`src/rtl/mux_pkg.sv`:
```
// Shared definitions for the N:1 arbitrated stream multiplexer:
// arbitration modes, FSM state encoding and width helpers.
package mux_pkg;

    localparam int MODE_FIXED = 0;
    localparam int MODE_RR    = 1;

    typedef enum logic {
        ST_IDLE   = 1'b0,
        ST_LOCKED = 1'b1
    } state_t;

    function automatic int clog2(input int n);
        int r;
        r = 0;
        while ((1 << r) < n) begin
            r++;
        end
        return r;
    endfunction

    // Index width, never below one bit so single-channel builds still have a sel port.
    function automatic int sel_width(input int n);
        return (clog2(n) < 1) ? 1 : clog2(n);
    endfunction

endpackage

```
`src/rtl/mux_n_1_arb_arb_pick.sv`:
```
// Combinational arbiter: picks one requester, either lowest index first
// or searching upward from a round-robin pointer with wrap to channel 0.
module arb_pick
    import mux_pkg::*;
#(
    parameter int N_CH  = 4,
    parameter int MODE  = MODE_FIXED,
    localparam int SEL_W = sel_width(N_CH)
) (
    input  logic [N_CH-1:0]  i_req,
    input  logic [SEL_W-1:0] i_ptr,
    output logic [N_CH-1:0]  o_gnt,
    output logic [SEL_W-1:0] o_idx,
    output logic             o_any_req
);

    logic [SEL_W-1:0] w_ptr_eff;
    logic             w_found;

    // Fixed priority is round-robin with the search always starting at channel 0.
    assign w_ptr_eff = (MODE == MODE_RR) ? i_ptr : '0;
    assign o_any_req = |i_req;

    always_comb begin
        o_gnt   = '0;
        o_idx   = '0;
        w_found = 1'b0;
        // First pass covers ptr..N_CH-1, second pass wraps to 0..ptr-1.
        for (int i = 0; i < N_CH; i++) begin
            if (!w_found && i_req[i] && (w_ptr_eff <= SEL_W'(i))) begin
                w_found  = 1'b1;
                o_gnt[i] = 1'b1;
                o_idx    = SEL_W'(i);
            end
        end
        for (int i = 0; i < N_CH; i++) begin
            if (!w_found && i_req[i] && (w_ptr_eff > SEL_W'(i))) begin
                w_found  = 1'b1;
                o_gnt[i] = 1'b1;
                o_idx    = SEL_W'(i);
            end
        end
    end

endmodule

```
`src/rtl/mux_n_1_arb.sv`:
```
// N:1 valid/ready stream mux with packet locking and one registered output stage.
// Handshake: a beat moves on channel i when valid_in[i] && ready_out[i]; downstream accepts when valid_out && ready_in.
module mux_n_1_arb
    import mux_pkg::*;
#(
    parameter int N_CH  = 4,
    parameter int WIDTH = 8,
    parameter int MODE  = MODE_FIXED,
    localparam int SEL_W = sel_width(N_CH)
) (
    input  logic                  clk_in,
    input  logic                  rst_n_in,
    input  logic [N_CH*WIDTH-1:0] d_in,
    input  logic [N_CH-1:0]       valid_in,
    input  logic [N_CH-1:0]       last_in,
    output logic [N_CH-1:0]       ready_out,
    output logic [WIDTH-1:0]      y_out,
    output logic                  valid_out,
    output logic                  last_out,
    output logic [SEL_W-1:0]      sel_out,
    input  logic                  ready_in
);

    state_t           r_state;
    state_t           w_state_nxt;
    logic [SEL_W-1:0] r_ptr;
    logic [SEL_W-1:0] w_ptr_nxt;
    logic [SEL_W-1:0] r_lock_ch;
    logic [SEL_W-1:0] w_lock_nxt;

    logic [WIDTH-1:0] r_y;
    logic             r_valid;
    logic             r_last;
    logic [SEL_W-1:0] r_sel;

    logic             w_load_en;
    logic [N_CH-1:0]  w_lock_oh;
    logic [N_CH-1:0]  w_req;
    logic [N_CH-1:0]  w_gnt;
    logic [SEL_W-1:0] w_idx;
    logic             w_any;
    logic             w_xfer;
    logic             w_last;
    logic [WIDTH-1:0] w_data;

    assign w_load_en = !r_valid || ready_in;

    always_comb begin
        w_lock_oh = '0;
        for (int i = 0; i < N_CH; i++) begin
            if (r_lock_ch == SEL_W'(i)) begin
                w_lock_oh[i] = 1'b1;
            end
        end
    end

    // While locked only the owning channel may request, so the arbiter can only grant it.
    assign w_req = (r_state == ST_LOCKED) ? (valid_in & w_lock_oh) : valid_in;

    arb_pick #(
        .N_CH (N_CH),
        .MODE (MODE)
    ) u_arb_pick (
        .i_req     (w_req),
        .i_ptr     (r_ptr),
        .o_gnt     (w_gnt),
        .o_idx     (w_idx),
        .o_any_req (w_any)
    );

    assign ready_out = w_load_en ? w_gnt : '0;
    assign w_xfer    = w_any && w_load_en;

    always_comb begin
        w_data = '0;
        w_last = 1'b0;
        for (int i = 0; i < N_CH; i++) begin
            if (w_gnt[i]) begin
                w_data = d_in[i*WIDTH +: WIDTH];
                w_last = last_in[i];
            end
        end
    end

    always_comb begin
        w_state_nxt = r_state;
        w_lock_nxt  = r_lock_ch;
        case (r_state)
            ST_IDLE: begin
                if (w_xfer && !w_last) begin
                    w_state_nxt = ST_LOCKED;
                    w_lock_nxt  = w_idx;
                end
            end
            ST_LOCKED: begin
                if (w_xfer && w_last) begin
                    w_state_nxt = ST_IDLE;
                end
            end
            default: w_state_nxt = ST_IDLE;
        endcase
    end

    // The pointer only advances past a channel once its packet has finished.
    always_comb begin
        w_ptr_nxt = r_ptr;
        if ((MODE == MODE_RR) && w_xfer && w_last) begin
            w_ptr_nxt = (w_idx == SEL_W'(N_CH - 1)) ? '0 : w_idx + SEL_W'(1);
        end
    end

    always_ff @(posedge clk_in or negedge rst_n_in) begin
        if (!rst_n_in) begin
            r_state   <= ST_IDLE;
            r_ptr     <= '0;
            r_lock_ch <= '0;
        end else begin
            r_state   <= w_state_nxt;
            r_ptr     <= w_ptr_nxt;
            r_lock_ch <= w_lock_nxt;
        end
    end

    always_ff @(posedge clk_in or negedge rst_n_in) begin
        if (!rst_n_in) begin
            r_y     <= '0;
            r_valid <= 1'b0;
            r_last  <= 1'b0;
            r_sel   <= '0;
        end else if (w_load_en) begin
            if (w_xfer) begin
                r_y     <= w_data;
                r_valid <= 1'b1;
                r_last  <= w_last;
                r_sel   <= w_idx;
            end else begin
                r_valid <= 1'b0;
            end
        end
    end

    assign y_out     = r_y;
    assign valid_out = r_valid;
    assign last_out  = r_last;
    assign sel_out   = r_sel;

endmodule

```
`config.mk`:
```
export PLATFORM = sky130hd
export DESIGN_NAME = mux_n_1_arb
export DESIGN_NICKNAME = d
export VERILOG_FILES = /design/src/rtl/mux_pkg.sv /design/src/rtl/mux_n_1_arb_arb_pick.sv /design/src/rtl/mux_n_1_arb.sv
export SDC_FILE = /design/constraint.sdc
export NUM_CORES = 1
export LEC_CHECK = 0
export ABC_AREA = 1
export CAP_MARGIN = 0
export CORE_MARGIN = 5
export CORE_UTILIZATION = 39
export CTS_CLUSTER_SIZE = 40
export DETAILED_ROUTE_END_ITERATION = 10
export MAX_ROUTING_LAYER = met4
export PLACE_DENSITY = 0.79
export SETUP_SLACK_MARGIN = 0.15
export SYNTH_ARGS = -nofsm -noshare
export SYNTH_HDL_FRONTEND = slang
export SYNTH_SLANG_ARGS = --single-unit
export TNS_END_PERCENT = 10
```
`constraint.sdc`:
```
create_clock -name clk_in -period 1.7 [get_ports clk_in]
set_input_delay 0.255 -clock clk_in [delete_from_list [all_inputs] [get_ports clk_in]]
set_output_delay 0.255 -clock clk_in [all_outputs]
set_load 0.1 [all_outputs]
```
==> results of run 1 <==
[per-layer routing]
| layer | vias to the layer above | global-route usage, % |
|---|---|---|
| met5 | - | - |
| met4 | 0 | 5.195 |
| met3 | 14 | 5.151 |
| met2 | 72 | 40.26 |
| met1 | 623 | 26.64 |
| li1 | 634 | - |
[cell type report]
| class | count | area share, % |
|---|---|---|
| well taps | 31 | 1.838 |
| inverters | 8 | 1.423 |
| repair buffers | 78 | 43.51 |
| multi-input cells | 120 | 34.08 |
| flip-flops and latches | 15 | 17.90 |
| clock buffers | 4 | 1.245 |
[cell usage in the layout, fill, tap and decap left out, types with 2 or more instances in the layout]
| master | count |
|---|---|
| buf_12 | 17 |
| clkbuf_4 | 3 |
| dfrtp_2 | 2 |
| inv_2 | 4 |
| nor2_4 | 9 |
| nand3_2 | 2 |
| nand2_1 | 58 |
| nand3_1 | 17 |
| nand2_4 | 4 |
| clkdlybuf4s50_1 | 42 |
| nand4_1 | 10 |
| nor2_1 | 3 |
| buf_4 | 15 |
| dfrtp_1 | 13 |
| buf_6 | 4 |
| nand2_2 | 8 |
| inv_1 | 4 |
[registers in the layout, indices dropped and copies added, names as in the netlist]
signal,flops
last_out,1
y_out,8
r_lock_ch,2
sel_out,2
valid_out,1
r_state,1
[path summary, 6_finish.rpt]
check	startpoint	end	cells past startpoint
max reg2reg	r_lock_ch[1]	y_out[6]	12
max in group asynchronous	rst_n_in	valid_out	2
max	r_lock_ch[1]	ready_out[3]	9
min reg2reg	y_out[6]	y_out[6]	2
min in group clk_in	y_out[6]	y_out[6]	2
min	rst_n_in	r_lock_ch[0]	2
[Yosys cell counts]
cell type  instances  share of area, %
nor2_2             1              0.57
a21oi_4            1               1.5
nand2_8            1               1.8
nand3_4            1               1.6
buf_6              1               1.0
nor2_1             8               2.7
nor2_8             1               1.8
a31oi_1            1              0.57
nand2_2            8               4.5
nand3_1           17               7.7
nand3_2            2               1.8
inv_2              4               1.4
nand4_1           10               5.7
inv_1              4               1.4
dfrtp_1           15                34
nor2_4             4               4.1
nand2_4            3               3.1
buf_4              1              0.68
buf_2              1              0.45
nand2_1           59                20
a21oi_1            1              0.45
o21ai_4            1               1.5
a21boi_4           1               1.7
[what timing repair did]
| action | 4_1_cts | 5_1_grt |
|---|---|---|
| buffers inserted | 4 | 1 |
| endpoints found under the hold margin | 0 | 0 |
| pin swaps | 6 | 5 |
| setup endpoints to repair | 16 | 17 |
| gates resized for setup | 4 | 3 |
[worst max-delay path, stage by stage (launching register included)]
cell and delay, ns:
dfrtp_1 0.43, inv_2 0.08, nand2_2 0.10, nand2_2 0.07
nand2_4 0.10, nand2_8 0.07, nor2_8 0.09, nand2_4 0.07
nor2_4 0.10, buf_12 0.18
[cell families (layout without fill, tap and decap cells)]
kind of cell / count (synthesis) / in the layout / synth area share, %
buffers and inverters: 11 / 90 / 4.874
and+or+nand+nor: 115 / 115 / 55.44
AOI/OAI and AO/OA: 5 / 5 / 5.670
DFF: 15 / 15 / 34.01
[where the power goes]
group / switching (mW) / internal [mW]
Combinational: 1.95 / 1.18
Sequential: 0.224 / 0.517
Clock: 0.117 / 0.0911
Total: 2.29 / 1.79
[through the flow]
step	TNS [ns]	setup WS [ns]	utilization (%)
3_3_place_gp	-0.1085	-0.03347	74.00
2_1_floorplan	-0.08476	-0.05105	-
4_1_cts	-0.4047	-0.1337	76.57
5_1_grt	-1.556	-0.2147	77.21
3_5_place_dp	-0.5717	-0.08306	74.00
6_report	-0.4446	-0.1232	77.21
==> results.md, run 1 <==
- Peak VDD IR: 2111 µV
- Vias per cell: 5.246
- Final Max Slew Viols: 0
- Mapped Area: 0.001104 mm²
- Post-route DRC: 0
- Final cell count without fillers: 256
- Die footprint: 0.003994 mm²
- Placed cells: 247
- Min-delay worst type: primary input to asynchronous set/reset pin
- Failing checks: negative setup slack
- Area of the multi-input gates: 719.4 µm²
- Fin area: 0.002111 mm²
- # diodes: 0
- PwrDens: 1931 mW/mm²
- Number of fill cells: 192
- DR WL/cell: 16.14 µm
- Initial antenna violation count: 0
- Wire length on met3: 265 µm
- Total CTS buffers: 3
- Number of global-route vias before repair: 1466
- Sequential share of the synthesized area: 34.01%
- Uppermost layer routed: met4
- Period utilization: 107.2%
- Worst setup SP type: flip-flop
- Flop2flop setup slack: -0.03 ns
- Synth-to-Final Area Change: 91.27%
- Rel. slew slack: 78.95%
- DP Wirelength: 3361 µm
- Setup violations, final: 6
- CP Data Required Time: 1.44 ns
- Avg Cell Area, Syn: 7.559 µm²
- Setup slack after layout: -0.1232 ns
- Final Hold Fails: 0
- Clk_lat worst skew: 0.28 ns
- CTS tree: built
- CP Capture Type: output port
- Total Nets Final: 269
- Clock Skew: 0.004976 ns
- Die Y-Extent: 63.20 µm
- Largest net degree at the start of global routing: 16
- Standard-cell rows: 19
- Least-Margin Pin Slew: 0.3150 ns
- YS warnings: 0
- H-tree levels: 1
- Drt total wl: 4132 µm
- M1 wire length: 1559 µm
- Crit Path Max Fanout: 4
- Iter 0 DRT Violations: 67
- I/O Buffers: 58
- Routed vias: 1343
- Core ar.: 0.002734 mm²
- First-pass GRT wire length: 7196 µm
- Register bit total from synthesis: 15
- DR WL met2: 2195 µm
- Final global-route overflow total: 0
- Antenna Nets Post-Route: 0
- Unrepaired setup endpoints after global routing: yes
- Share of cells above drive strength 1: 33.33%
- Clock transition at path regs: 0.09 ns
- I/O Pins: 59
- Status: finished with violations
- Static leakage: 0.9701 nW
- Critical path arrival: 1.57 ns
- Tmin final: 1.823 ns
- Initial DRT Pass Iterations: 4
- Initial Util: 40.37%
- FF/Latch Area: 377.9 µm²
- Clock sinks: 15
- Hold Buf Count CTS: 0
- Hold slack: 0.2756 ns
- Placed instance area: 0.002023 mm²
- Syn nets: 189
- Final Wtd Congestion: 0.9192
- Setup CP Type: flip-flop to output port
- Total power: 4.076 mW
- Clock buffer depth: 2
- GR Util All Layers: 22.95%
- Fmax: 548.5 MHz
- Root Driver: clkbuf_4
- Cell variety after synth: 23
- MaxCap Viol Count: 0
- Width of the die: 63.20 µm
- Mapped Cells: 146
Power figures use the tool's default switching activity.
==> run 2: changes to the inputs <==
==> constraint.sdc (replaced) <==
create_clock -name clk_in -period 1.7 [get_ports clk_in]
set_input_delay 0.34 -clock clk_in [delete_from_list [all_inputs] [get_ports clk_in]]
set_output_delay 0.34 -clock clk_in [all_outputs]
set_load 0.1 [all_outputs]
==> run 2 against run 1 <==
Against the previous run: the flow still finishes with violations (negative setup slack); highest routed layer unchanged; register-to-register slack improved by 0.07 ns; clock skew grew 0.0050 ns; combinational power rose by 1%; design area up 0.77%; critical path depth fell by 3; global-route usage decreased by 1.3 points; largest power group unchanged; first-iteration DRC count shrank 30%; die area unchanged; count of clock-buffer cells in the layout down 1; core utilization increased by 0.59 points.
==> results.md, run 2 (synthesized netlist as in run 1, its figures left out) <==
- Drt total wl: 3805 µm (-7.9%)
- Total power: 4.092 mW (+0.41%)
- CP Capture Type: output port
- H-tree levels: 1 (unchanged)
- Number of global-route vias before repair: 1526 (+4.1%)
- Final global-route overflow total: 0 (unchanged)
- Clock transition at path regs: 0.09 ns (about the same)
- Synth-to-Final Area Change: 92.74%
- Peak VDD IR: 2062 µV (-2.3%)
- Final Hold Fails: 0 (unchanged)
- Routed vias: 1312 (-2.3%)
- Final Wtd Congestion: 0.8547 (-7.0%)
- Flop2flop setup slack: 0.04 ns (+0.07 ns)
- Fmax: 536.6 MHz (-2.2%)
- Iter 0 DRT Violations: 47 (-30%)
- Static leakage: 0.9803 nW (+1.0%)
- Failing checks: negative setup slack
- Crit Path Max Fanout: 3 (-1)
- Initial antenna violation count: 0 (unchanged)
- Setup violations, final: 4 (-2)
- Internal power: 1.822 mW (+1.9%)
- CTS tree: built
- Initial Util: 40.37% (unchanged)
- Critical path arrival: 1.52 ns (-0.05 ns)
- Largest register FFs: 8 (unchanged)
- Crit path max-delay cell type: clkdlybuf4s50_1
- Final Max Slew Viols: 0 (unchanged)
- Min-delay worst type: primary input to asynchronous set/reset pin
- M3 GR Usage: 6.394% (+1.2 points)
- Setup slack after layout: -0.1635 ns (-0.04029 ns)
- First-pass GRT wire length: 6831 µm (-5.1%)
- Psw: 2.271 mW (-0.74%)
- PwrDens: 1924 mW/mm² (-0.36%)
- DR WL/cell: 14.81 µm (-8.3%)
- M2 GR Usage: 38.72% (-1.5 points)
- Period utilization: 109.6% (+2.4 points)
- Total Nets Final: 270 (+0.37%)
- Comb power frac: 77.5% (+0.8 points)
- # diodes: 0 (unchanged)
- GR Util All Layers: 21.68% (-1.3 points)
- Sw frac: 55.49% (-0.65 points)
- GRT met1 Usage: 23.19% (-3.5 points)
- Antenna Nets Post-Route: 0 (unchanged)
- Most frequent cells in the layout: 57 x nand2_1, 42 x clkdlybuf4s50_1, 18 x buf_12
- DP Wirelength: 3145 µm (-6.4%)
- Clock Power Share: 4.9% (-0.2 points)
- Tmin final: 1.863 ns (+0.04029 ns)
- Die footprint: 0.003994 mm² (unchanged)
- Die Y-Extent: 63.20 µm (unchanged)
- Clock sinks: 15 (unchanged)
- Share of cells above drive strength 1: 34.51% (+1.2 points)
- Status: finished with violations
- Width of the die: 63.20 µm (unchanged)
- Rel. slew slack: 78.76% (-0.19 points)
- Least-Margin Pin Slew: 0.3178 ns (+0.002778 ns)
- Cells along the critical path: clkdlybuf4s50_1 -> inv_1 -> a21oi_4 -> nand3_2 -> nor2_4 -> buf_12
- Clock buffer depth: 2 (unchanged)
- Seq pwr share: 17.6% (-0.6 points)
- Total CTS buffers: 3 (unchanged)
- Dpl ws: -0.1757 ns (-0.09264 ns)
- MaxCap Viol Count: 0 (unchanged)
- Root Driver: clkbuf_4
- Initial DRT Pass Iterations: 5 (+1)
- Largest net degree at the start of global routing: 16 (unchanged)
- Unrepaired setup endpoints after global routing: yes
- Post-route DRC: 0 (unchanged)
- I/O Pins: 59 (unchanged)
- Clk_lat worst skew: 0.28 ns (about the same)
- Commonest non-fill, non-tap cell in the layout: nand2_1
- Worst path max stage delay: 0.49 ns (+0.06 ns)
- Worst setup SP type: primary input
- Sum Neg Setup Slack: -0.5292 ns (-0.08459 ns)
- Clock Skew: 0.009953 ns (+0.004978 ns)
- Setup CP Type: primary input to output port
- Standard-cell rows: 19 (unchanged)
- Hold Buf Count CTS: 0 (unchanged)
- Vias per cell: 5.105 (-2.7%)
- Busiest layer in global routing: met2
- Core ar.: 0.002734 mm² (unchanged)
- I/O Buffers: 58 (unchanged)
- CP Data Required Time: 1.36 ns (-0.08 ns)
-- run 2: layout make-up --
type	count	area, µm²
repair buffers	79	930.9
multi-input cells	120	721.9
fillers	187	606.8
flip-flops and latches	15	377.9
well taps	31	38.79
inverters	8	30.03
clock buffers	3	22.52
clock inverters	1	5.005
-- run 2: power groups by stage --
| stage | clock network (mW) | logic (mW) | registers [mW] |
|---|---|---|---|
| finish | 0.202 | 3.17 | 0.721 |
| floorplan | 0 | 1.08 | 1.49 |
| global route | 0.226 | 3.34 | 0.748 |
| detailed placement | 0 | 3.09 | 0.727 |
| global placement | 0 | 3.05 | 0.717 |
| CTS | 0.209 | 3.18 | 0.721 |
-- run 2: layer usage --
metal | share of wire, % | up-vias
met5 | 0 | -
met2 | 54 | 63
li1 | - | 638
met3 | 8.1 | 2
met4 | 0.34 | 0
met1 | 37 | 609
-- run 2: per-stage QoR --
step,hold WS (ns),cell area [µm²],cells,utilization (%)
after global placement,0.5254,2061,251,75.38
after global routing,0.3809,2127,257,77.80
final,0.3693,2127,257,77.80
after detailed placement,0.5269,2061,251,75.38
after floorplan,0.04441,1140,146,-
after CTS,0.3763,2125,257,77.71
-- run 2: critical path: cells and delay by family --
| family | cells | cell delay [ns] |
|---|---|---|
| compound gates | 1 | 0.16 |
| buf+inv | 3 | 0.74 |
| simple gates | 2 | 0.28 |
-- run 2: final timing paths --
| kind | from | cells past startpoint | to |
|---|---|---|---|
| max | valid_in[2] | 6 | ready_out[2] |
| min | rst_n_in | 2 | sel_out[0] |
| max reg2reg | r_lock_ch[0] | 12 | sel_out[1] |
| min reg2reg | y_out[3] | 2 | y_out[3] |
| max in group asynchronous | rst_n_in | 2 | r_state |
| min in group clk_in | y_out[3] | 2 | y_out[3] |
-- run 2: timing repair --
action / 4_1_cts / 5_1_grt
endpoints found under the setup margin: 18 / 18
pin swaps: 28 / 13
setup buffers: 2 / 0
resized for setup: 6 / 1
